**src/rtl/ps2_matrix_pkg.sv**
```systemverilog
// ps2_matrix_pkg: shared prefix bytes, mapper kind encodings and parser states
package ps2_matrix_pkg;
  localparam logic [7:0] PS2_EXT   = 8'hE0;
  localparam logic [7:0] PS2_BRK   = 8'hF0;
  localparam logic [7:0] PS2_PAUSE = 8'hE1;
  localparam logic [1:0] MAP_NONE  = 2'd0;
  localparam logic [1:0] MAP_KEY   = 2'd1;
  localparam logic [1:0] MAP_MOD   = 2'd2;
  typedef enum logic [1:0] {ST_IDLE, ST_SKIP, ST_LOOKUP, ST_APPLY} pstate_t;
endpackage

```
**src/rtl/ps2_matrix_engine_parser.sv**
```systemverilog
// ps2_prefix_parser: E0/F0/E1 prefix decoding and mapper lookup sequencing
module ps2_prefix_parser
  import ps2_matrix_pkg::*;
#(
  parameter int MAP_LAT = 1,
  parameter int E1_SKIP = 7
) (
  input  logic       clkk,
  input  logic       reset,
  input  logic       byte_valid,
  input  logic [7:0] byte_data,
  output logic       byte_ready,
  output logic [8:0] map_code,
  output logic       apply,
  output logic       brk
);
  pstate_t    state;
  logic       ext;
  logic [1:0] lat;
  logic [7:0] skip;
  always_ff @(posedge clkk) begin
    if (reset) begin
      state      <= ST_IDLE;
      ext        <= 1'b0;
      brk        <= 1'b0;
      lat        <= '0;
      skip       <= '0;
      map_code   <= '0;
      byte_ready <= 1'b1;
      apply      <= 1'b0;
    end else begin
      case (state)
        ST_IDLE: if (byte_valid) begin
          if (byte_data == PS2_EXT) ext <= 1'b1;
          else if (byte_data == PS2_BRK) brk <= 1'b1;
          else if (byte_data == PS2_PAUSE) begin
            skip  <= 8'(E1_SKIP);
            ext   <= 1'b0;
            brk   <= 1'b0;
            state <= (E1_SKIP == 0) ? ST_IDLE : ST_SKIP;
          end else begin
            map_code   <= {ext, byte_data};
            lat        <= 2'(MAP_LAT - 1);
            byte_ready <= 1'b0;
            state      <= ST_LOOKUP;
          end
        end
        ST_SKIP: if (byte_valid) begin
          skip  <= skip - 8'd1;
          state <= (skip == 8'd1) ? ST_IDLE : ST_SKIP;
        end
        ST_LOOKUP: begin
          lat   <= lat - 2'd1;
          apply <= (lat == 2'd0);
          state <= (lat == 2'd0) ? ST_APPLY : ST_LOOKUP;
        end
        default: begin
          apply      <= 1'b0;
          ext        <= 1'b0;
          brk        <= 1'b0;
          byte_ready <= 1'b1;
          state      <= ST_IDLE;
        end
      endcase
    end
  end
endmodule

```
**src/rtl/ps2_matrix_engine.sv**
```systemverilog
// ps2_matrix_engine: PS/2 scancode stream to ROWS x COLS key matrix with modifiers,
// key events, pressed-key count, bulk release and stuck-key watchdog
module ps2_matrix_engine
  import ps2_matrix_pkg::*;
#(
  parameter int          ROWS          = 8,
  parameter int          COLS          = 8,
  parameter int          MOD_N         = 8,
  parameter int          MAP_LAT       = 1,
  parameter logic [23:0] STUCK_TIMEOUT = 24'd0,
  parameter int          E1_SKIP       = 7,
  localparam int RW = (ROWS > 1) ? $clog2(ROWS) : 1,
  localparam int CW = (COLS > 1) ? $clog2(COLS) : 1,
  localparam int MW = (MOD_N > 1) ? $clog2(MOD_N) : 1,
  localparam int KW = $clog2(ROWS * COLS + 1)
) (
  input  logic             clkk,
  input  logic             reset,
  input  logic             byte_valid,
  input  logic [7:0]       byte_data,
  output logic             byte_ready,
  output logic [8:0]       map_code,
  input  logic [1:0]       map_kind,
  input  logic [RW-1:0]    map_row,
  input  logic [CW-1:0]    map_col,
  input  logic [MW-1:0]    map_mod,
  input  logic [ROWS-1:0]  rowselect,
  output logic [COLS-1:0]  rowbits,
  output logic [MOD_N-1:0] mods,
  input  logic             all_release,
  output logic             event_valid,
  output logic             event_make,
  output logic [8:0]       event_code,
  output logic [KW-1:0]    keys_down,
  output logic             stuck_release
);
  localparam logic [23:0] WD_LAST = STUCK_TIMEOUT - 24'd1;
  logic [ROWS-1:0][COLS-1:0] mtx;
  logic [COLS-1:0]           row_or;
  logic [23:0]               wd;
  logic apply, brk, key_hit, mod_hit, cur, wd_fire;
  ps2_prefix_parser #(.MAP_LAT(MAP_LAT), .E1_SKIP(E1_SKIP)) u_parser (
    .clkk, .reset, .byte_valid, .byte_data, .byte_ready, .map_code, .apply, .brk
  );
  always_comb begin
    key_hit = apply && map_kind == MAP_KEY && 32'(map_row) < ROWS && 32'(map_col) < COLS;
    mod_hit = apply && map_kind == MAP_MOD && 32'(map_mod) < MOD_N;
    cur     = mtx[map_row][map_col];
    wd_fire = STUCK_TIMEOUT != 24'd0 && wd == WD_LAST && keys_down != '0 && !byte_valid;
    row_or  = '0;
    for (int r = 0; r < ROWS; r++) row_or |= rowselect[r] ? mtx[r] : '0;
  end
  always_ff @(posedge clkk) begin
    if (reset) begin
      mtx           <= '0;
      mods          <= '0;
      rowbits       <= '0;
      keys_down     <= '0;
      event_valid   <= 1'b0;
      event_make    <= 1'b0;
      event_code    <= '0;
      stuck_release <= 1'b0;
      wd            <= '0;
    end else begin
      event_valid   <= key_hit || mod_hit;
      event_make    <= !brk;
      event_code    <= map_code;
      stuck_release <= wd_fire;
      rowbits       <= row_or;
      wd            <= (byte_valid && byte_ready) || keys_down == '0 || wd_fire ? 24'd0 : wd + 24'd1;
      if (all_release) begin
        mtx       <= '0;
        mods      <= '0;
        keys_down <= '0;
      end else begin
        // count only real transitions so typematic repeats and stray breaks leave it alone
        if (wd_fire) begin
          mtx       <= '0;
          keys_down <= '0;
        end else if (key_hit) begin
          mtx[map_row][map_col] <= !brk;
          keys_down <= keys_down + KW'(!brk && !cur) - KW'(brk && cur);
        end
        if (mod_hit) mods[map_mod] <= !brk;
      end
    end
  end
endmodule

```
**config.mk**
```make
export PLATFORM = sky130hd
export DESIGN_NAME = ps2_matrix_engine
export DESIGN_NICKNAME = d
export VERILOG_FILES = /design/src/rtl/ps2_matrix_pkg.sv /design/src/rtl/ps2_matrix_engine_parser.sv /design/src/rtl/ps2_matrix_engine.sv
export SDC_FILE = /design/constraint.sdc
export NUM_CORES = 1
export LEC_CHECK = 0
export BUFFER_PORTS_ARGS = -buffer_cell sky130_fd_sc_hd__buf_4
export CAP_MARGIN = 20
export CORE_ASPECT_RATIO = 0.8
export CORE_MARGIN = 10
export CORE_UTILIZATION = 40
export CTS_BUF_LIST = sky130_fd_sc_hd__clkbuf_8
export CTS_CLUSTER_DIAMETER = 120
export CTS_CLUSTER_SIZE = 28
export DETAILED_ROUTE_END_ITERATION = 10
export SYNTH_ARGS = -nofsm -noshare
export SYNTH_HDL_FRONTEND = slang
export SYNTH_HIERARCHICAL = 1
export SYNTH_SLANG_ARGS = --single-unit
```
**constraint.sdc**
```tcl
create_clock -name clkk -period 3.4 [get_ports clkk]
set_input_delay 0.17 -clock clkk [delete_from_list [all_inputs] [get_ports clkk]]
set_output_delay 0.17 -clock clkk [all_outputs]
set_load 0.005 [all_outputs]
```
==> impl_metrics.py <==
metrics = {
    "worst_setup_path": {
        "timing.rr.start": "mtx[29]",
        "cp_max_fo": 2,
        "worst-setup-path-type": "register to register",
        "worstPathArrival_ns": 3.71,
        "crit_required_ns": 3.68,
        "rr_worst_depth": 16,
        "r2r_end": "keys_down[6]",
        "end_kind": "register",
        "timing.reg2reg.setup_slack_ns": -0.03,
        "start_kind": "register",
    },
    "floorplan": {
        "io_pins": 76,
        "initial_utilization_pct": 41.2,
        "dieWidth_um": 160,
        "die_height_um": 132,
        "coreArea_um2": 15200,
        "rows": 40,
        "die_area_um2": 21100,
    },
    "grt": {
        "overflow": 0,
        "grt_max_degree": 73,
        "antenna_found_initial": 0,
        "grt_usage_pct": 17.6,
        "grt_pass1_wl_um": 30400,
        "grt_pass1_vias": 5453,
    },
    "cts": {
        "cts_tree": "done",
        "cts_made_buffers": 17,
        "clk_latency_ns": 0.44,
        "htreeDepth": 4,
        "root_buffer": "clkbuf_8",
        "path_clk_slew_ns": 0.07,
        "clock_path_buffers": 2,
        "clock_sinks": 123,
    },
    "routing": {
        "num_vias": 5778,
        "dr.first_iter.drc_count": 606,
        "drt-total-wl_um": 19100,
        "vias_per_cell": 5.91,
        "avgRoutedWirePerCell_um": 19.5,
        "ant_nets": 0,
        "route.detailed.drc": 0,
        "drt_pass1_iterations": 6,
    },
    "run_status": {
        "violations": "setup timing",
        "status": "finished with violations",
    },
    "timing": {
        "grt_setup_unrepaired": "true",
        "setup_viol": 1,
        "hold_viol": 0,
        "report.final.slew_viol_count": 0,
        "max_slew_margin_pct": 27.8,
        "whs_ns": 0.0219,
        "fin_crit_sh_pct": 101,
        "fin_crit_ns": 3.43,
        "clock_skew_ns": 0.00987,
        "fin_ws_ns": -0.0331,
        "max_freq_ghz": 0.291,
        "tightest_slew_ns": 1.08,
    },
    "synth": {
        "synth-edff-count": 0,
        "ys_ff_latch": 123,
        "syn_avg_cell_area_um2": 9.28,
        "synthArstFlopShare_pct": 0,
        "synth_top_flop_cell": "dfxtp_1",
        "syn-num-nets": 722,
        "synthCells": 676,
        "syn_area_um2": 6280,
        "yosysWarnings": 6,
        "synth_cell_type_count": 76,
        "yosysSeqAreaShare_pct": 39.2,
    },
    "cells_and_area": {
        "syn_to_final_growth_pct": 21.9,
        "diodes": 0,
        "final_common_cell": "dfxtp_1",
        "design_area_um2": 7650,
        "final_cell_mix": "dfxtp_1, buf_4, a21oi_1, a311oi_1, nor2_1",
        "fin_nets": 801,
        "utilization_pct": 50.3,
        "drive_gt1_share_pct": 26.4,
    },
    "job": {
        "cap_viol_max_count": 0,
    },
    "worst_hold_path": {
        "min_path_type": "input port to register",
        "min_from": "byte_data[7]",
        "min_to": "u_parser/map_code[7]",
        "hold_depth": 3,
    },
    "placement": {
        "dpl_worst_slack_ns": -0.246,
        "placed_cell_area_um2": 7120,
        "port_buffers": 74,
        "place_congestion": 0.868,
        "hpwl_um": 13000,
    },
    "power_and_ir_drop": {
        "powerDensity_nw_per_um2": 421,
        "max-vdd-ir-drop_v": 0.000246,
        "power.leakage_uw": 0.00272,
    },
}
[metal layers]
metal	up-vias	wire length, µm	track usage, %
met5	-	0	0
met4	0	495	5.91
met3	46	1450	4.81
met2	243	8320	25.0
met1	2746	8830	24.7
li1	2743	-	-
[Yosys cell counts (4+ instances only)]
cell | number | area (µm²)
nor2_1 | 38 | 143
or3_1 | 8 | 50.1
inv_1 | 21 | 78.8
a211oi_1 | 9 | 67.6
mux2i_1 | 23 | 230
nor3b_1 | 4 | 30.0
nor3_1 | 7 | 35.0
mux2_2 | 5 | 56.3
clkbuf_1 | 33 | 124
o21ai_0 | 12 | 60.1
ha_1 | 14 | 175
buf_4 | 9 | 67.6
a22oi_1 | 33 | 248
a31oi_1 | 7 | 43.8
o211ai_1 | 4 | 30.0
a41oi_1 | 9 | 78.8
a21o_1 | 4 | 30.0
nand2b_1 | 6 | 37.5
nor2b_1 | 17 | 106
a21oi_1 | 78 | 390
nand3_1 | 13 | 65.1
a311oi_1 | 55 | 482
nand2_1 | 31 | 116
dfxtp_1 | 123 | 2460
nand3b_1 | 6 | 45.0
buf_2 | 16 | 80.1
and3_1 | 4 | 25.0
mux4_2 | 7 | 158
[area by class of cell]
cell class,instances,area [µm²]
clock buffer,20,275
inverter,21,78.8
clock inverter,12,130
sequential,123,2470
tap,210,263
fill,1437,7560
timing repair buffer,123,948
multi-input combinational,469,3490
[state kept, by name, summed over array words and instances (netlist names), 2 cells and up]
signal and cells:
mods 8, u_parser/state 2, u_parser/lat 2, mtx 64
rowbits 8, keys_down 7, u_parser/map_code 9, event_code 9
u_parser/skip 8
[cells by family after synthesis]
group,synth area share [%]
AOI/OAI and AO/OA,28.2
and+or+nand+nor,15.7
DFF,39.2
buffers and inverters,6.14
muxes,7.08
adders and majority gates,3.11
xor gates and xnor gates,0.558
other,0.0598
[worst max-delay path, cell delays in order, from the launching register on]
cell	delay (ns)
dfxtp_2	0.32
mux4_2	0.46
mux2_4	0.32
nor2_4	0.09
nor3_2	0.05
nor3_2	0.19
o211ai_1	0.14
ha_1	0.32
inv_2	0.05
ha_4	0.16
fa_2	0.36
a21o_1	0.17
a21oi_2	0.13
o21bai_1	0.09
mux2i_1	0.21
a21o_1	0.16
a21oi_2	0.05
[through the flow]
step | instances | total power, µW | setup TNS (ns)
finish | 978 | 3220 | -0.0331
global route | 978 | 3350 | -0.269
CTS | 978 | 3240 | -0.0931
detailed placement | 940 | 1900 | -0.395
global placement | 940 | 1890 | -0.321
floorplan | 676 | 1750 | 0
[how the worst max path moves through the flow]
stage | endpoint | slack [ns] | from
global route | keys_down[6] | -0.21 | mtx[29]
floorplan | keys_down[6] | 0.06 | map_row[1]
CTS | keys_down[6] | -0.09 | mtx[29]
finish | keys_down[6] | -0.03 | mtx[29]
detailed placement | keys_down[6] | -0.25 | map_row[0]
global placement | keys_down[6] | -0.22 | map_row[0]
[power by group]
part / internal, µW / switching, µW
Clock: 766 / 571
Sequential: 1470 / 19.2
Combinational: 158 / 238
[repair_timing]
item / CTS / global route
resized for setup: 5 / 12
pin swaps: 6 / 1
hold buffers: 5 / 0
endpoints found under the setup margin: 2 / 3
buffers inserted: 1 / 0
endpoints found under the hold margin: 5 / 0
No activity file was read; power rests on OpenSTA's default activity.
